## src/rtl/button_press_encoder.sv

```systemverilog
// Five-button front end: synchronise, debounce, and turn each new press into a one-cycle command code.
// Optional auto-repeat for nxt/ris while held is enabled by defining AUTO_REPEAT_EN.
module button_press_encoder #(
   parameter int DEBOUNCE_CYCLES = 2_000_000,
   parameter int REPEAT_DELAY    = 50_000_000,
   parameter int REPEAT_PERIOD   = 20_000_000
) (
   input  logic       clk,
   input  logic       rst,
   input  logic [4:0] btn_i,
   output logic [2:0] press_o,
   output logic [4:0] held_o
);

   localparam int              DB_W      = $clog2(DEBOUNCE_CYCLES + 1);
   localparam logic [DB_W-1:0] DB_LAST   = DB_W'(DEBOUNCE_CYCLES - 1);
   localparam logic [2:0]      CODE_NONE = 3'b111;

   typedef enum logic [1:0] {
      S_IDLE = 2'd0,
      S_EMIT = 2'd1,
      S_HELD = 2'd2
   } state_t;

   // Simultaneous rises resolve as rls > del > ris > con > nxt.
   function automatic logic [2:0] encode_rise(input logic [4:0] r);
      if (r[1])      encode_rise = 3'b001;
      else if (r[3]) encode_rise = 3'b011;
      else if (r[4]) encode_rise = 3'b100;
      else if (r[2]) encode_rise = 3'b010;
      else if (r[0]) encode_rise = 3'b000;
      else           encode_rise = CODE_NONE;
   endfunction

   logic [4:0]      sync1_r;
   logic [4:0]      sync2_r;
   logic [DB_W-1:0] db_cnt_r [5];
   logic [4:0]      held_r;
   logic [4:0]      held_d_r;
   logic [4:0]      rise_s;
   state_t          state_r;
   state_t          state_next_s;
   logic [2:0]      code_r;
   logic [2:0]      code_next_s;
   logic [2:0]      press_r;
   logic [2:0]      press_next_s;
   logic            rep_fire_s;

   // Two-flop synchroniser for the asynchronous button inputs.
   always_ff @(posedge clk) begin
      if (rst) begin
         sync1_r <= 5'b00000;
         sync2_r <= 5'b00000;
      end else begin
         sync1_r <= btn_i;
         sync2_r <= sync1_r;
      end
   end

   // Per-bit debounce: accept a new level after DEBOUNCE_CYCLES consecutive disagreeing cycles.
   always_ff @(posedge clk) begin
      if (rst) begin
         for (int k = 0; k < 5; k++) begin
            db_cnt_r[k] <= '0;
         end
         held_r   <= 5'b00000;
         held_d_r <= 5'b00000;
      end else begin
         held_d_r <= held_r;
         for (int k = 0; k < 5; k++) begin
            if (sync2_r[k] == held_r[k]) begin
               db_cnt_r[k] <= '0;
            end else if (db_cnt_r[k] >= DB_LAST) begin
               held_r[k]   <= ~held_r[k];
               db_cnt_r[k] <= '0;
            end else begin
               db_cnt_r[k] <= db_cnt_r[k] + DB_W'(1);
            end
         end
      end
   end

   assign rise_s = held_r & ~held_d_r;

`ifdef AUTO_REPEAT_EN
   localparam int              REP_MAX = (REPEAT_DELAY > REPEAT_PERIOD) ? REPEAT_DELAY : REPEAT_PERIOD;
   localparam int              REP_W   = $clog2(REP_MAX + 1);
   localparam logic [REP_W-1:0] REP_SAT = REP_W'(REP_MAX);

   logic [REP_W-1:0] rep_cnt_r;
   logic             rep_first_r;
   logic             rep_ok_s;

   // Only a stable lone nxt or ris, matching the emitted code, may repeat.
   assign rep_ok_s = (state_r == S_HELD) && (held_r == held_d_r) &&
                     (((held_r == 5'b00001) && (code_r == 3'b000)) ||
                      ((held_r == 5'b10000) && (code_r == 3'b100)));
   assign rep_fire_s = rep_ok_s &&
                       (rep_first_r ? (rep_cnt_r == REP_W'(REPEAT_PERIOD))
                                    : (rep_cnt_r == REP_W'(REPEAT_DELAY)));

   // Repeat timer; restarts at 1 on a pulse so later pulses land exactly REPEAT_PERIOD apart.
   always_ff @(posedge clk) begin
      if (rst || !rep_ok_s) begin
         rep_cnt_r   <= '0;
         rep_first_r <= 1'b0;
      end else if (rep_fire_s) begin
         rep_cnt_r   <= REP_W'(1);
         rep_first_r <= 1'b1;
      end else if (rep_cnt_r != REP_SAT) begin
         rep_cnt_r   <= rep_cnt_r + REP_W'(1);
      end else begin
         rep_cnt_r   <= rep_cnt_r;
      end
   end
`else
   assign rep_fire_s = 1'b0;
   if (REPEAT_DELAY < 0 || REPEAT_PERIOD < 0) begin : g_repeat_unused
   end
`endif

   // State, latched code and registered command output.
   always_ff @(posedge clk) begin
      if (rst) begin
         state_r <= S_IDLE;
         code_r  <= CODE_NONE;
         press_r <= CODE_NONE;
      end else begin
         state_r <= state_next_s;
         code_r  <= code_next_s;
         press_r <= press_next_s;
      end
   end

   // Next-state and next-output decode: one command per gesture.
   always_comb begin
      state_next_s = state_r;
      code_next_s  = code_r;
      press_next_s = CODE_NONE;
      case (state_r)
         S_IDLE: begin
            if ((rise_s != 5'b00000) && ((held_r & ~rise_s) == 5'b00000)) begin
               state_next_s = S_EMIT;
               code_next_s  = encode_rise(rise_s);
            end else begin
               state_next_s = S_IDLE;
            end
         end
         S_EMIT: begin
            press_next_s = code_r;
            state_next_s = S_HELD;
         end
         S_HELD: begin
            if (held_r == 5'b00000) begin
               state_next_s = S_IDLE;
            end else if (rep_fire_s) begin
               press_next_s = code_r;
            end else begin
               press_next_s = CODE_NONE;
            end
         end
         default: begin
            state_next_s = S_IDLE;
         end
      endcase
   end

   assign press_o = press_r;
   assign held_o  = held_r;

endmodule

```

## config.mk

```make
export PLATFORM = sky130hd
export DESIGN_NAME = button_press_encoder
export DESIGN_NICKNAME = d
export VERILOG_FILES = /design/src/rtl/button_press_encoder.sv
export SDC_FILE = /design/constraint.sdc
export NUM_CORES = 1
export LEC_CHECK = 0
export ABC_AREA = 1
export BUFFER_PORTS_ARGS = -buffer_cell sky130_fd_sc_hd__buf_4
export CAP_MARGIN = 20
export CELL_PAD_IN_SITES_DETAIL_PLACEMENT = 1
export CELL_PAD_IN_SITES_GLOBAL_PLACEMENT = 1
export CORE_MARGIN = 1.5
export CORE_UTILIZATION = 35
export DETAILED_ROUTE_END_ITERATION = 10
export PLACE_DENSITY = 0.61
export SLEW_MARGIN = 20
export SYNTH_ARGS = -nofsm -noshare
export SYNTH_HDL_FRONTEND = slang
export SYNTH_SLANG_ARGS = --single-unit
```

## constraint.sdc

```tcl
create_clock -name clk -period 1.7 [get_ports clk]
set_input_delay 0.34 -clock clk [delete_from_list [all_inputs] [get_ports clk]]
set_output_delay 0.34 -clock clk [all_outputs]
set_load 0.005 [all_outputs]
```

# ---- Word level (Yosys, flattened, before mapping)
# Memory sizes are Yosys's and may differ from the RTL's.
# Cells that the tools add are included.
dict set report word_totals {
  word_cells 152
  n_memories 1
  ramBits 105
  in_bits 7
  register_bits 28
  output_inout_bits 8
}
dict set report op_classes {
  muxes 80
  n_lt_le_gt_ge 5
  n_reduce_logical 12
  add_sub_neg 5
  bitwise_logic 30
  eq_ne 8
}
# name depth width rd rd_ports_with_merged_regs wr line_no
set mem_list {}
lappend mem_list {db_cnt_r 5 21 5 0 5 37} ;# logic [DB_W-1:0] db_cnt_r [5];
# op count
set ops {}
lappend ops {{21-bit two-way mux} 15}
lappend ops {{21-bit by 1-bit adder with 21-bit output, second input constant} 5}
lappend ops {{21-bit >= comparator, second input constant} 5}
lappend ops {{1-bit two-way mux} 58}
lappend ops {{3-bit two-way mux} 5}
lappend ops {{1-bit OR} 15}
lappend ops {{2-bit AND reduction} 6}
lappend ops {{1-bit NOT} 11}
lappend ops {{5-bit AND} 2}
lappend ops {{5-bit zero test} 2}
lappend ops {{5-bit NOT} 2}
lappend ops {{2-bit case mux with 3 select lines} 1}
lappend ops {{1-bit equality test} 5}
lappend ops {{5-bit nonzero test} 1}
lappend ops {{2-bit by 1-bit equality test with 1-bit output, second input constant} 1}
lappend ops {{2-bit equality test, second input constant} 1}
lappend ops {{2-bit zero test} 1}
lappend ops {{2-bit two-way mux} 1}
lappend ops {{2-bit != test, second input constant} 1}
lappend ops {{2-bit OR reduction} 1}
lappend ops {{1-bit logical AND} 1}

# ---- Logic depth before layout (Yosys ltp)
# Gate-level depths: netlist (run 1).
dict set report depth {
  word_depth 8
  depth_mapped 11
  depth_no_buf 10
}

# ---- Worst setup path after synthesis (run 1)
# Ideal clock, no wire load.
dict set report synth_timing {
  path_kind {reg2reg}
  startpoint {memory db_cnt_r[1][0] (netlist name)}
  endpoint {memory db_cnt_r[1][12] (netlist name) (data pin)}
  t_arrival_ns 1.362
  stages_incl_launch_ff 10
  slack_ns 0.082
  path_buffers 1
  period_less_slack_ns 1.618
  setup_ns 0.256
  t_required_ns 1.444
  path_cell_list {edfxtp_1 -> ha_1 -> nand3_2 -> nor2_2 -> nand3_1 -> nand2_1 -> nor2_2 -> nand2_2 -> buf_6 -> nor2_2}
}
# item line_no
set synth_lines {}
lappend synth_lines {{start, declared} 37}

==> results summary, run 1 <==
The xor/xnor share of the synthesized area came out at 0.0719. The ratio of routed vias to standard cells is 4.59. The die width is roughly 150 um. Across the whole layout, storage elements account for 3710 um2. The number of iterations in the first detailed-routing pass came out at 4. Derived from the worst setup path, the maximum achievable clock frequency is between 0.5 and 0.6 GHz. In this run the clock root is driven by a sky130_fd_sc_hd__clkbuf_16. In the final layout, the share of cells above drive strength 1 is 0.312. TritonCTS created 17 clock buffers.

After synthesis, the netlist uses 38 different library cells. The initial detailed-routing violation count came out at 324. Summed over all layers, the global routing overflow is 0. The setup slack of the critical path after layout is -42.9 ps. The number of rows in the core area is between 50 and 60. A synthesized cell averages 7.95 um2. The flow ran to the end, but the final reports show violations.

The total detailed-routing wirelength came out at 22200 um. TritonCTS built the clock tree. The clock passes through at most 2 buffers. The area growth from synthesis to layout is 44.6%. The class of the tightest hold or removal check is in2reg. Leaving out filler cells and counting taps, the final layout contains between 1.5k and 2k. The height of the die came out at approximately 150 um. Along the worst hold path, the cell count comes to 3. The H-tree generated during clock tree synthesis spans 4 levels. After synthesis, the cell types taking the most area are sky130_fd_sc_hd__edfxtp_1 (40%), sky130_fd_sc_hd__nand2_1 (10%), sky130_fd_sc_hd__nor2_1 (10%), sky130_fd_sc_hd__dfxtp_1 (7.1%), sky130_fd_sc_hd__inv_1 (6.0%). The number of hold violations in the final report is 0. In this run the tool buffered the top-level ports with 14 buffer cells.

In this run the critical register-to-register path is launched from db_cnt_r[3][0]. The count of yosys warnings during synthesis came out at 0. The net count of the finished layout came out at 1291.

The setup slack of the worst register-to-register path is -40 ps. The required time of the critical path is 1870 ps. The sink of the worst hold path is sync1_r[2]. The worst vdd rail ir drop came out at around 0.64 mV. The stage delay of the slowest cell on the critical path is about 360 ps.

The design draws approximately 8400 uW. Including well taps, the total number of placed cells is between 1k and 1.5k. Of the available clock period, the critical path in the final layout requires 1.03. The worst setup path is captured at a flip-flop.

The number of nets with antenna violations after routing came out at 0. The number of antenna diodes in the final layout is 0. The via count of the first global-routing pass is 7057.

STA classifies the critical path startpoint as a flip-flop. The clock edge transition at the registers on the reported setup and hold paths came out at 60 ps. The number of max-cap violations is 0. The count of clock tree sinks came out at 133. The synthesized cell area is 7920 um2. The slowest stage of the critical path is the sky130_fd_sc_hd__edfxtp_1 cell. The most common cell in the synthesized netlist is sky130_fd_sc_hd__nand2_1.

In this run the static leakage power is around 0.0048 uW. The placer's final routability congestion estimate is 0.827. Walking the worst path, the cells encountered are ha_2, nand3_4, buf_6, nor3_4, nand4_1, xor2_1, nor2_1.

The multiplexer area fraction after synthesis came out at 0. Fill cells in the final layout number around 2.7k. Counting instances in the post-synthesis netlist gives the leading cell types as sky130_fd_sc_hd__nand2_1 (215), sky130_fd_sc_hd__nor2_1 (212), sky130_fd_sc_hd__inv_1 (126). Of the total synthesized cell area, the portion taken by full adders, half adders and majority gates is 0.00790. Counting cells, the worst reg-to-reg path comes to 7.

The core area came out at 22000 um2. The number of hold-repair buffers added at the cts stage came out at 0. The detailed-placement wirelength estimate came out at roughly 15000 um. The cell count after synthesis came out at 996. On the critical path the largest part of the delay comes from simple AND/OR/NAND/NOR gates. The initial utilization of the core area, before any placement, comes to 0.359.

For this run, the register share of the synthesized area comes to 0.469. The routed wirelength normalized by instance count is between 10 and 15 um. The complex-gate fraction of the synthesized area came out at 0.0371. Setup repair after global routing could not meet its margin everywhere. The startpoint of the most critical hold path is btn_i[2]. The final count of negative-setup-slack endpoints came out at 7. 15 I/O pins were placed. The highest net fanout along the worst path is 4.

After synthesis, the share of flip-flops with an asynchronous set or reset is 0. For this run, the total global-route usage over all layers was measured as 0.178. The max-slew violation count is 0. The worst-case clock skew is approximately 8.7 ps. The number of synthesized register bits came out at 133. The area used by multi-input combinational logic is ~4700 um2. The area share of the largest cell type after synthesis came out at 0.398. The largest net degree at the start of global routing came out at 22. The via count of the routed design is 7223. The synthesized-area fraction occupied by and/or/nand/nor cells came out at 0.339.

The signal arrival time at the worst endpoint is ~1900 ps. The number of antenna violations at the first check in global routing came out at 0. For this run, the leading register cell type out of synthesis is sky130_fd_sc_hd__edfxtp_1.

Counting both buffers and inverters, the worst setup path holds a total of 1. The checks that failed: negative setup slack. The total die area came out at 23500 um2. The minimum period implied by the final worst setup slack is 1740 ps. The number of remaining DRC errors came out at 0. In this run the critical register-to-register path is captured at db_cnt_r[3][16].

Clock latency on the worst-skew pair, taken at its later pin, is about 420 ps. The cell taking the most area after synthesis is sky130_fd_sc_hd__edfxtp_1. The number of enable-type register cells in the synthesized netlist is 105.

By area, the combinational part of the netlist is dominated by simple AND/OR/NAND/NOR gates. The critical path class is reg2reg. Dividing total power by cell area gives a power density of 736 nW/um2. The global-route wire length before repair came out at ~34000 um.
[cells in the final DEF (no fill, tap or decap), drive strengths merged]
cell type / Yosys / layout
buf: 12 / 165
edfxtp: 105 / 105
o21ai: 11 / 11
xnor2: 15 / 15
conb: 1 / 105
a21o: 1 / 1
nor3b: 1 / 1
ha: 5 / 5
clkbuf: 2 / 26
inv: 130 / 136
nand2: 218 / 218
o21bai: 3 / 3
nand4: 24 / 24
clkinvlp: 0 / 1
nand3b: 8 / 8
o22ai: 1 / 1
o2111ai: 1 / 1
clkinv: 1 / 6
nor2: 238 / 238
xor2: 50 / 50
nand3: 62 / 62
dfxtp: 28 / 28
a21oi: 38 / 38
bufinv: 0 / 3
nor3: 31 / 31
or2: 10 / 10
[cell type report]
type                            count  area share
Inverter                          131      0.0429
Sequential cell                   133       0.324
Clock inverter                     15      0.0170
Timing Repair Buffer              174       0.138
Tap cell                          280      0.0306
Clock buffer                       17      0.0372
Multi-Input combinational cell    822       0.410
[cells by family (layout without fill, tap and decap cells)]
group                    count (synthesis)  count (layout)
AO/OA/AOI/OAI                           55              55
adder cells (fa/ha/maj)                  5               5
flip-flops                             133             133
AND/OR/NAND/NOR                        592             592
buffers and inverters                  145             337
other                                    1             105
XOR/XNOR                                65              65
[worst reg2reg max path: cells and delay by family, from the launching register on]
kind	cells	cell delay [ps]
and+or+nand+nor	4	570
xor gates and xnor gates	1	210
buffers and inverters	1	140
adders and majority gates	1	210
DFF	1	360
[state kept, by name, indices dropped and copies added, names as in the netlist]
| name | flops |
|---|---|
| code_r | 3 |
| held_o | 5 |
| db_cnt_r | 105 |
| held_d_r | 5 |
| sync2_r | 5 |
| sync1_r | 5 |
| state_r | 2 |
| press_o | 3 |
[timing repair]
item                                    in CTS  in global routing
setup buffers                                2                 52
gates resized for setup                      6                191
cloned                                       0                 11
endpoints found under the setup margin      32                107
pin swaps                                    4                 41
[how the worst max path moves through the flow]
stage | start | endpoint | slack (ps) | depth (start not counted)
floorplan | db_cnt_r[1][0] | db_cnt_r[1][12] | 80 | 9
global placement | db_cnt_r[3][0] | db_cnt_r[3][18] | 3 | 8
detailed placement | db_cnt_r[3][0] | db_cnt_r[3][18] | -30 | 8
CTS | db_cnt_r[3][0] | db_cnt_r[3][18] | -20 | 8
global route | db_cnt_r[3][0] | db_cnt_r[3][16] | -160 | 7
finish | db_cnt_r[3][0] | db_cnt_r[3][16] | -40 | 7
[power breakdown]
group | switching [uW] | leakage [uW] | internal, uW | total (uW)
logic | 413 | 0.00322 | 309 | 722
registers | 120 | 0.00131 | 3630 | 3750
clock network | 1590 | 0.000303 | 2350 | 3950
total | 2130 | 0.00483 | 6300 | 8420
[stage by stage]
step	util	hold slack, ps	setup TNS (ps)	setup WS [ps]	instance area (um2)
floorplan	-	388	0	81.7	8310
global placement	0.429	389	0	2.54	9450
detailed placement	0.429	397	-28.6	-28.4	9450
CTS	0.459	142	-81.3	-22.0	10100
global route	0.520	156	-6810	-158	11400
finish	0.520	162	-73.3	-42.9	11400
[metal layers]
| layer | wire, um | track usage | vias up |
|---|---|---|---|
| li1 | - | - | 3656 |
| met1 | 10400 | 0.237 | 3496 |
| met2 | 11300 | 0.301 | 58 |
| met3 | 444 | 0.0340 | 13 |
| met4 | 157 | 0.0388 | 0 |
| met5 | 0 | 0 | - |
Power figures use the tool's default switching activity.
==> inputs of run 2 (changes only) <==
--- a/config.mk
+++ b/config.mk
@@ -13,5 +13,5 @@
 export CORE_MARGIN = 1.5
-export CORE_UTILIZATION = 35
+export CORE_UTILIZATION = 40
 export DETAILED_ROUTE_END_ITERATION = 10
-export PLACE_DENSITY = 0.61
+export PLACE_DENSITY = 0.68
 export SLEW_MARGIN = 20
==> constraint.sdc (replaced) <==
create_clock -name clk -period 1.7 [get_ports clk]
set_input_delay 0.085 -clock clk [delete_from_list [all_inputs] [get_ports clk]]
set_output_delay 0.085 -clock clk [all_outputs]
set_load 0.005 [all_outputs]
==> run 2 against run 1 <==
- the flow still finishes with violations (negative setup slack)
- critical path type unchanged
- sequential power about the same
- critical endpoint is now db_cnt_r[1][18]
- fmax fell by 1.4%
- non-clock buffer count unchanged
- highest routed layer unchanged
- total power down 1.2%
- cell area shrank 2.7%
- sequential share of layout area increased by 0.89 points
- clock power fell by 3%
- via count is 0.21% higher
- combinational power down 1%
- hold slack lost 120 ps
==> results summary, run 2 (same netlist as run 1, synthesis figures left out) <==
The number of rows in the core area came out at 51 (-5.6%). The die width is 144 um (-6.3%). The number of remaining DRC errors came out at 0 (unchanged). The required time of the critical path is 1880 ps (about the same). The count of clock tree sinks came out at 133 (unchanged). The largest net degree at the start of global routing came out at 22 (unchanged). The number of H-tree levels is 4 (unchanged). The placer's final routability congestion estimate is 0.772 (-6.7%).

The timing-limited maximum frequency was 0.566 GHz (-1.4%). The number of cells traversed by the worst register-to-register path is 6 (-1). The antenna cell count came to 0 (unchanged). The critical path in this run is classified as reg2reg.

The number of I/O pins is 15 (unchanged). The worst vdd rail ir drop was 0.721 mV (+13%). The reg-to-reg critical path startpoint is db_cnt_r[1][12]. The worst-case clock skew is 8.84 ps (+0.112 ps).

The highest net fanout along the worst path was 3 (-1). The total die area is 20600 um2 (-12%). The leakage power summed over all cells came out at 0.00474 uW (-2.0%). The clock tree from TritonCTS is yes. The count of input and output buffers is 14 (unchanged). The most flop-heavy register is db_cnt_r. The number of antenna violations at the first check in global routing came out at 0 (unchanged). The global-route wire length before repair came out at 33300 um (-1.3%). The total congestion overflow is 0 (unchanged). The tree is rooted in a sky130_fd_sc_hd__clkbuf_16. The setup TNS came out at -602 ps (-529 ps). The minimum period implied by the final worst setup slack came out at 1770 ps (+24.6 ps).

The number of buffers inserted during clock tree synthesis was 17 (unchanged). The number of max-cap violations came out at 0 (unchanged). The via count of the first global-routing pass is 7192 (+1.9%). The area growth from synthesis to layout is 40.8%.

The net count of the finished layout came out at 1291 (unchanged). The number of cells traversed by the worst hold path came out at 4 (+1). The clock edge transition at the registers on the reported setup and hold paths came out at 60 ps (about the same). The total power after layout came out at 8320 uW (-1.2%). The number of nets with antenna violations after routing came out at 0 (unchanged).

The ratio of routed vias to standard cells came to 4.65 (+1.2%). The routed wirelength normalized by instance count is 14.0 um (-0.82%). The worst-skew pair later-pin latency came out at 430 ps (about the same).

The starting utilization of the core area came out at 0.407 (+0.0473). The number of flip-flops under the largest register name is 105 (unchanged). The detailed-placement wirelength estimate came out at 14600 um (-3.1%). The checks that failed: negative setup slack. The max-slew violation count came to 0 (unchanged). The via count of the routed design was 7238 (+0.21%).

The setup slack of the worst register-to-register path is -70 ps (-20 ps). The class of the tightest hold or removal check is in2reg. The endpoint of the most critical register-to-register path is db_cnt_r[1][18]. The flow ran to the end, but the final reports show violations. The height of the die is 144 um (-6.3%). The number of iterations in the first detailed-routing pass is 4 (unchanged). The total detailed-routing wirelength is 21800 um (-1.8%). The core area is 19500 um2 (-12%). Setup repair after global routing could not meet its margin everywhere. The global-route usage over all layers was 0.205 (+0.0266). The initial detailed-routing violation count came out at 194 (-40%). Leaving out fill and tap cells, the most frequent cell in the layout is sky130_fd_sc_hd__nand2_1. The number of fill cells was 2412 (-10%). The final count of negative-setup-slack endpoints was 21 (+14). STA classifies the critical path startpoint as a flip-flop. The number of buffers between clock root and the deepest sink came out at 2 (unchanged). The final period utilization is 1.04 (+0.0145). In the layout the commonest cells are sky130_fd_sc_hd__nand2_1 (193), sky130_fd_sc_hd__nor2_1 (170), sky130_fd_sc_hd__buf_4 (148).

The number of cells in the design after placement came out at 1446 (-2.0%). The power density normalized to cell area is 746 nW/um2 (+1.5%). The worst hold path terminates at held_o[3].

The share of final-layout standard cells stronger than drive strength 1 is 0.286 (-0.0263). The signal arrival time at the worst endpoint is 1950 ps (+40 ps). The setup slack of the critical path after layout came out at -67.5 ps (-24.6 ps). STA classifies the critical path endpoint as a flip-flop. The number of cells in the finished layout apart from fillers is 1557 (-0.95%). The number of hold violations in the final report is 0 (unchanged). In this run the most critical hold path is launched from rst.
run 2: changes by cell type in the layout (fill, tap and decap cells not counted), sizes merged:
| cell | previous run | this run |
|---|---|---|
| inv | 136 | 130 |
| dlygate4sd3 | 0 | 5 |
| clkbuf | 26 | 28 |
| clkinv | 6 | 4 |
| clkinvlp | 1 | 2 |
run 2: timing repair:
item / 4_1_cts / 5_1_grt
gates resized for setup: 22 / 134
endpoints found under the setup margin: 75 / 104
gates cloned: 2 / 5
hold buffers: 5 / 0
hold endpoints to repair: 5 / 0
pin swaps: 8 / 42
setup buffers: 11 / 56
run 2: how the worst max path moves through the flow:
| stage | to | slack (ps) | startpoint |
|---|---|---|---|
| 2_1_floorplan | db_cnt_r[1][12] | 80 | db_cnt_r[1][0] |
| 3_3_place_gp | db_cnt_r[2][8] | -30 | db_cnt_r[2][1] |
| 3_5_place_dp | db_cnt_r[2][4] | -60 | db_cnt_r[2][1] |
| 4_1_cts | db_cnt_r[3][18] | -10 | db_cnt_r[3][0] |
| 5_1_grt | db_cnt_r[1][15] | -130 | db_cnt_r[1][5] |
| 6_report | db_cnt_r[1][18] | -70 | db_cnt_r[1][12] |
run 2: layout make-up:
cell class	count	area (um2)	area share
multi-input combinational	822	4500	0.403
sequential	133	3710	0.333
timing repair buffer	174	1500	0.134
clock buffer	24	492	0.0441
inverter	131	492	0.0441
tap	265	332	0.0298
clock inverter	8	123	0.0110
run 2: where the power goes:
| part | switching [uW] | total [uW] | leakage [uW] | internal [uW] |
|---|---|---|---|---|
| Sequential | 116 | 3750 | 0.00131 | 3640 |
| Combinational | 406 | 715 | 0.00313 | 309 |
| Clock | 1390 | 3850 | 0.000294 | 2460 |
| Total | 1910 | 8320 | 0.00474 | 6400 |
run 2: per-layer routing:
layer,vias to the layer above,part of all wire,GRT usage
li1,3656,-,-
met1,3502,0.44,0.253
met2,53,0.53,0.367
met3,27,0.015,0.0297
met4,0,0.016,0.0618
met5,-,0,0
run 2: critical path: stages (launching register included):
cell                       delay [ps]
sky130_fd_sc_hd__edfxtp_1         490
sky130_fd_sc_hd__inv_2             90
sky130_fd_sc_hd__buf_4            140
sky130_fd_sc_hd__nor3_1           290
sky130_fd_sc_hd__nand4_1          230
sky130_fd_sc_hd__xor2_2           240
sky130_fd_sc_hd__nor2_4            50
run 2: per-stage QoR:
stage | area (um2) | hold slack (ps) | util | setup slack, ps
finish | 11100 | 38.7 | 0.573 | -67.5
global route | 11100 | 53.2 | 0.573 | -130
CTS | 10200 | 27.1 | 0.522 | -13.9
detailed placement | 9310 | 324 | 0.479 | -64.2
global placement | 9310 | 312 | 0.479 | -28.7
floorplan | 8310 | 192 | - | 81.7
==> inputs of run 3 (changes only) <==
Settings changed: SETUP_SLACK_MARGIN from default to 0.02.
==> run 3 against run 2 <==
- the run still ends with negative setup slack left
- clock skew barely moved
- sequential share of layout area fell by 1.5 points
- total power rose by 1.3%
- die area did not move
- hold slack barely moved
- sequential power barely moved
==> results summary, run 3 (same netlist as run 1, synthesis figures left out) <==
The number of remaining DRC errors came to 0 (unchanged). The signal arrival time at the worst endpoint is 1960 ps (about the same). The routed wirelength normalized by instance count is 15.3 um (+9.1%). The combinational group share of total power came out at 0.094 (+0.008). The cell-internal power came out at 6430 uW (+0.43%). The path class of the tightest hold or removal check is in2reg. The detailed-placement wirelength estimate was 14600 um (unchanged). The max-slew violation count came out at 0 (unchanged). The placer's final routability congestion estimate is 0.772 (unchanged). The power density normalized to cell area came out at 723 nW/um2 (-3.2%).

The number of iterations in the first detailed-routing pass is 4 (unchanged). The number of buffers inserted during clock tree synthesis came out at 17 (unchanged). The ratio of routed vias to standard cells came out at 4.74 (+1.9%). The library cells used most frequently in the layout, excluding fill and tap cells, are sky130_fd_sc_hd__nand2_1 (189), sky130_fd_sc_hd__buf_4 (143), sky130_fd_sc_hd__nor2_1 (125). The starting utilization of the core area came to 0.407 (unchanged).

The die width is 144 um (unchanged). The setup slack of the worst register-to-register path is -80 ps (about the same). The via count of the first global-routing pass is 7230 (+0.53%).

The switching power is 2000 uW (+4.4%). The total detailed-routing wirelength is 23900 um (+9.5%). The critical path class is reg2reg.

The largest net degree at the start of global routing came out at 22 (unchanged). The number of buffers between clock root and the deepest sink was 2 (unchanged). The worst-skew pair later-pin latency is 420 ps (about the same).

The global-route wire length before repair is 33500 um (+0.66%). The worst setup path is launched from a flip-flop. The final count of negative-setup-slack endpoints is 62 (+200%). The timing-limited maximum frequency came out at 0.561 GHz (-0.77%). The area growth from synthesis to layout came out at 47.3%.

The global-route usage over all layers is 0.206 (+0.00143). Setup repair after global routing could not meet its margin everywhere. The clock tree from TritonCTS is yes. The number of H-tree levels is 4 (unchanged). The number of hold violations in the final report is 0 (unchanged). The number of I/O pins came out at 15 (unchanged). The cell sitting at the root of the clock tree is a sky130_fd_sc_hd__clkbuf_16. The final core area utilization is 0.599 (+0.0266). The most flop-heavy register is db_cnt_r. The flow ran to the end, but the final reports show violations. The via count of the routed design came to 7404 (+2.3%). The setup slack of the critical path after layout was -81.3 ps (-13.7 ps). The highest net fanout along the worst path came out at 5 (+2). The number of nets with antenna violations after routing came out at 0 (unchanged).

The number of max-cap violations was 0 (unchanged). The checks that failed: negative setup slack. The setup TNS is -2340 ps (-1740 ps). The initial detailed-routing violation count came out at 219 (+13%). The required time of the critical path came out at 1880 ps (about the same). The part of the power in the clock network is 0.460 (-0.003). The count of input and output buffers was 14 (unchanged). The minimum period implied by the final worst setup slack was 1780 ps (+13.7 ps). The number of fill cells is 2350 (-2.6%). The leakage power summed over all cells came out at 0.00485 uW (+2.4%). The number of flip-flops under the largest register name is 105 (unchanged). The worst vdd rail ir drop was 0.738 mV (+2.4%). The share of final-layout standard cells stronger than drive strength 1 is 0.344 (+0.0588). The worst-case clock skew is 8.44 ps (-0.404 ps). The count of clock tree sinks is 133 (unchanged).

The final period utilization came to 1.05 (+0.00808). The total die area is 20600 um2 (unchanged). The share of power burned in registers came out at 0.446 (-0.005). The net count of the finished layout was 1297 (+0.46%). The category of the worst setup path capture point is a flip-flop. The total congestion overflow is 0 (unchanged). The number of rows in the core area came out at 51 (unchanged). The switching part of the total is 0.237 (+0.00695). The core area is 19500 um2 (unchanged). The clock edge transition at the registers on the reported setup and hold paths was 60 ps (about the same). The antenna cell count came out at 0 (unchanged).

The height of the die came out at 144 um (unchanged). The library cell used most frequently in the layout, excluding fill and tap cells, is sky130_fd_sc_hd__nand2_1. The number of antenna violations at the first check in global routing came out at 0 (unchanged).
==> run 3: cell types whose count changed in the layout (fill, tap and decap cells not counted), moves of 13 or more <==
| cell | delta |
|---|---|
| sky130_fd_sc_hd__nor2_1 | -45 |
| sky130_fd_sc_hd__nor2_2 | +28 |
| sky130_fd_sc_hd__nor2_4 | +17 |
| sky130_fd_sc_hd__a21oi_1 | -13 |
| sky130_fd_sc_hd__a21oi_2 | +13 |
==> run 3: critical path, cell delays in order, from the launching register on <==
cell and delay, ps:
sky130_fd_sc_hd__edfxtp_1 390, sky130_fd_sc_hd__buf_6 130, sky130_fd_sc_hd__nand3_4 90, sky130_fd_sc_hd__nor2_4 190, sky130_fd_sc_hd__nand3_2 100, sky130_fd_sc_hd__a21oi_2 220
sky130_fd_sc_hd__nor2_4 70, sky130_fd_sc_hd__nand2_4 130, sky130_fd_sc_hd__clkbuf_16 180, sky130_fd_sc_hd__nor2_2 30
==> run 3: worst paths after layout <==
| check | endpoint | cells after the start | from |
|---|---|---|---|
| min | held_o[3] | 4 | rst |
| min reg2reg | sync2_r[4] | 2 | sync1_r[4] |
| max reg2reg | db_cnt_r[0][11] | 9 | db_cnt_r[0][0] |
| max | db_cnt_r[0][11] | 9 | db_cnt_r[0][0] |
==> run 3: cell type report <==
| class | count | area [um2] | area share |
|---|---|---|---|
| clock buffer | 24 | 492 | 0.0422 |
| clock inverter | 8 | 123 | 0.0105 |
| inverter | 131 | 494 | 0.0424 |
| multi-input combinational | 822 | 4880 | 0.418 |
| sequential | 133 | 3710 | 0.318 |
| tap | 265 | 332 | 0.0284 |
| timing repair buffer | 180 | 1630 | 0.140 |
==> run 3: timing repair <==
item | in CTS | in global routing
hold buffers | 5 | 0
endpoints found under the hold margin | 5 | 0
cloned | 2 | 9
setup buffers | 16 | 53
pin swaps | 10 | 60
gates resized for setup | 26 | 238
setup endpoints to repair | 83 | 104
==> run 3: metrics by stage <==
stage	total power, uW	area [um2]	instances	setup WS, ps	hold WS (ps)
detailed placement	4340	9310	1446	-64.2	324
global placement	4320	9310	1446	-28.7	312
CTS	8260	10200	1501	-3.45	27.1
finish	8430	11700	1563	-81.3	38.2
floorplan	4120	8310	1100	81.7	192
global route	8720	11700	1563	-150	51.8
==> run 3: power by group through the flow <==
| stage | clock [uW] | sequential, uW | combinational, uW |
|---|---|---|---|
| after floorplan | 0 | 3800 | 326 |
| after global placement | 0 | 3810 | 511 |
| after detailed placement | 0 | 3820 | 520 |
| after CTS | 3950 | 3750 | 561 |
| after global routing | 4080 | 3780 | 870 |
| final | 3880 | 3760 | 793 |
==> run 3: metal layers <==
| metal | part of all wire | routed length (um) | vias to the layer above | global-route usage |
|---|---|---|---|---|
| met2 | 0.54 | 12800 | 72 | 0.371 |
| met4 | 0.022 | 531 | 0 | 0.0618 |
| met5 | 0 | 0 | - | 0 |
| li1 | - | - | 3663 | - |
| met1 | 0.43 | 10200 | 3629 | 0.254 |
| met3 | 0.017 | 414 | 40 | 0.0297 |
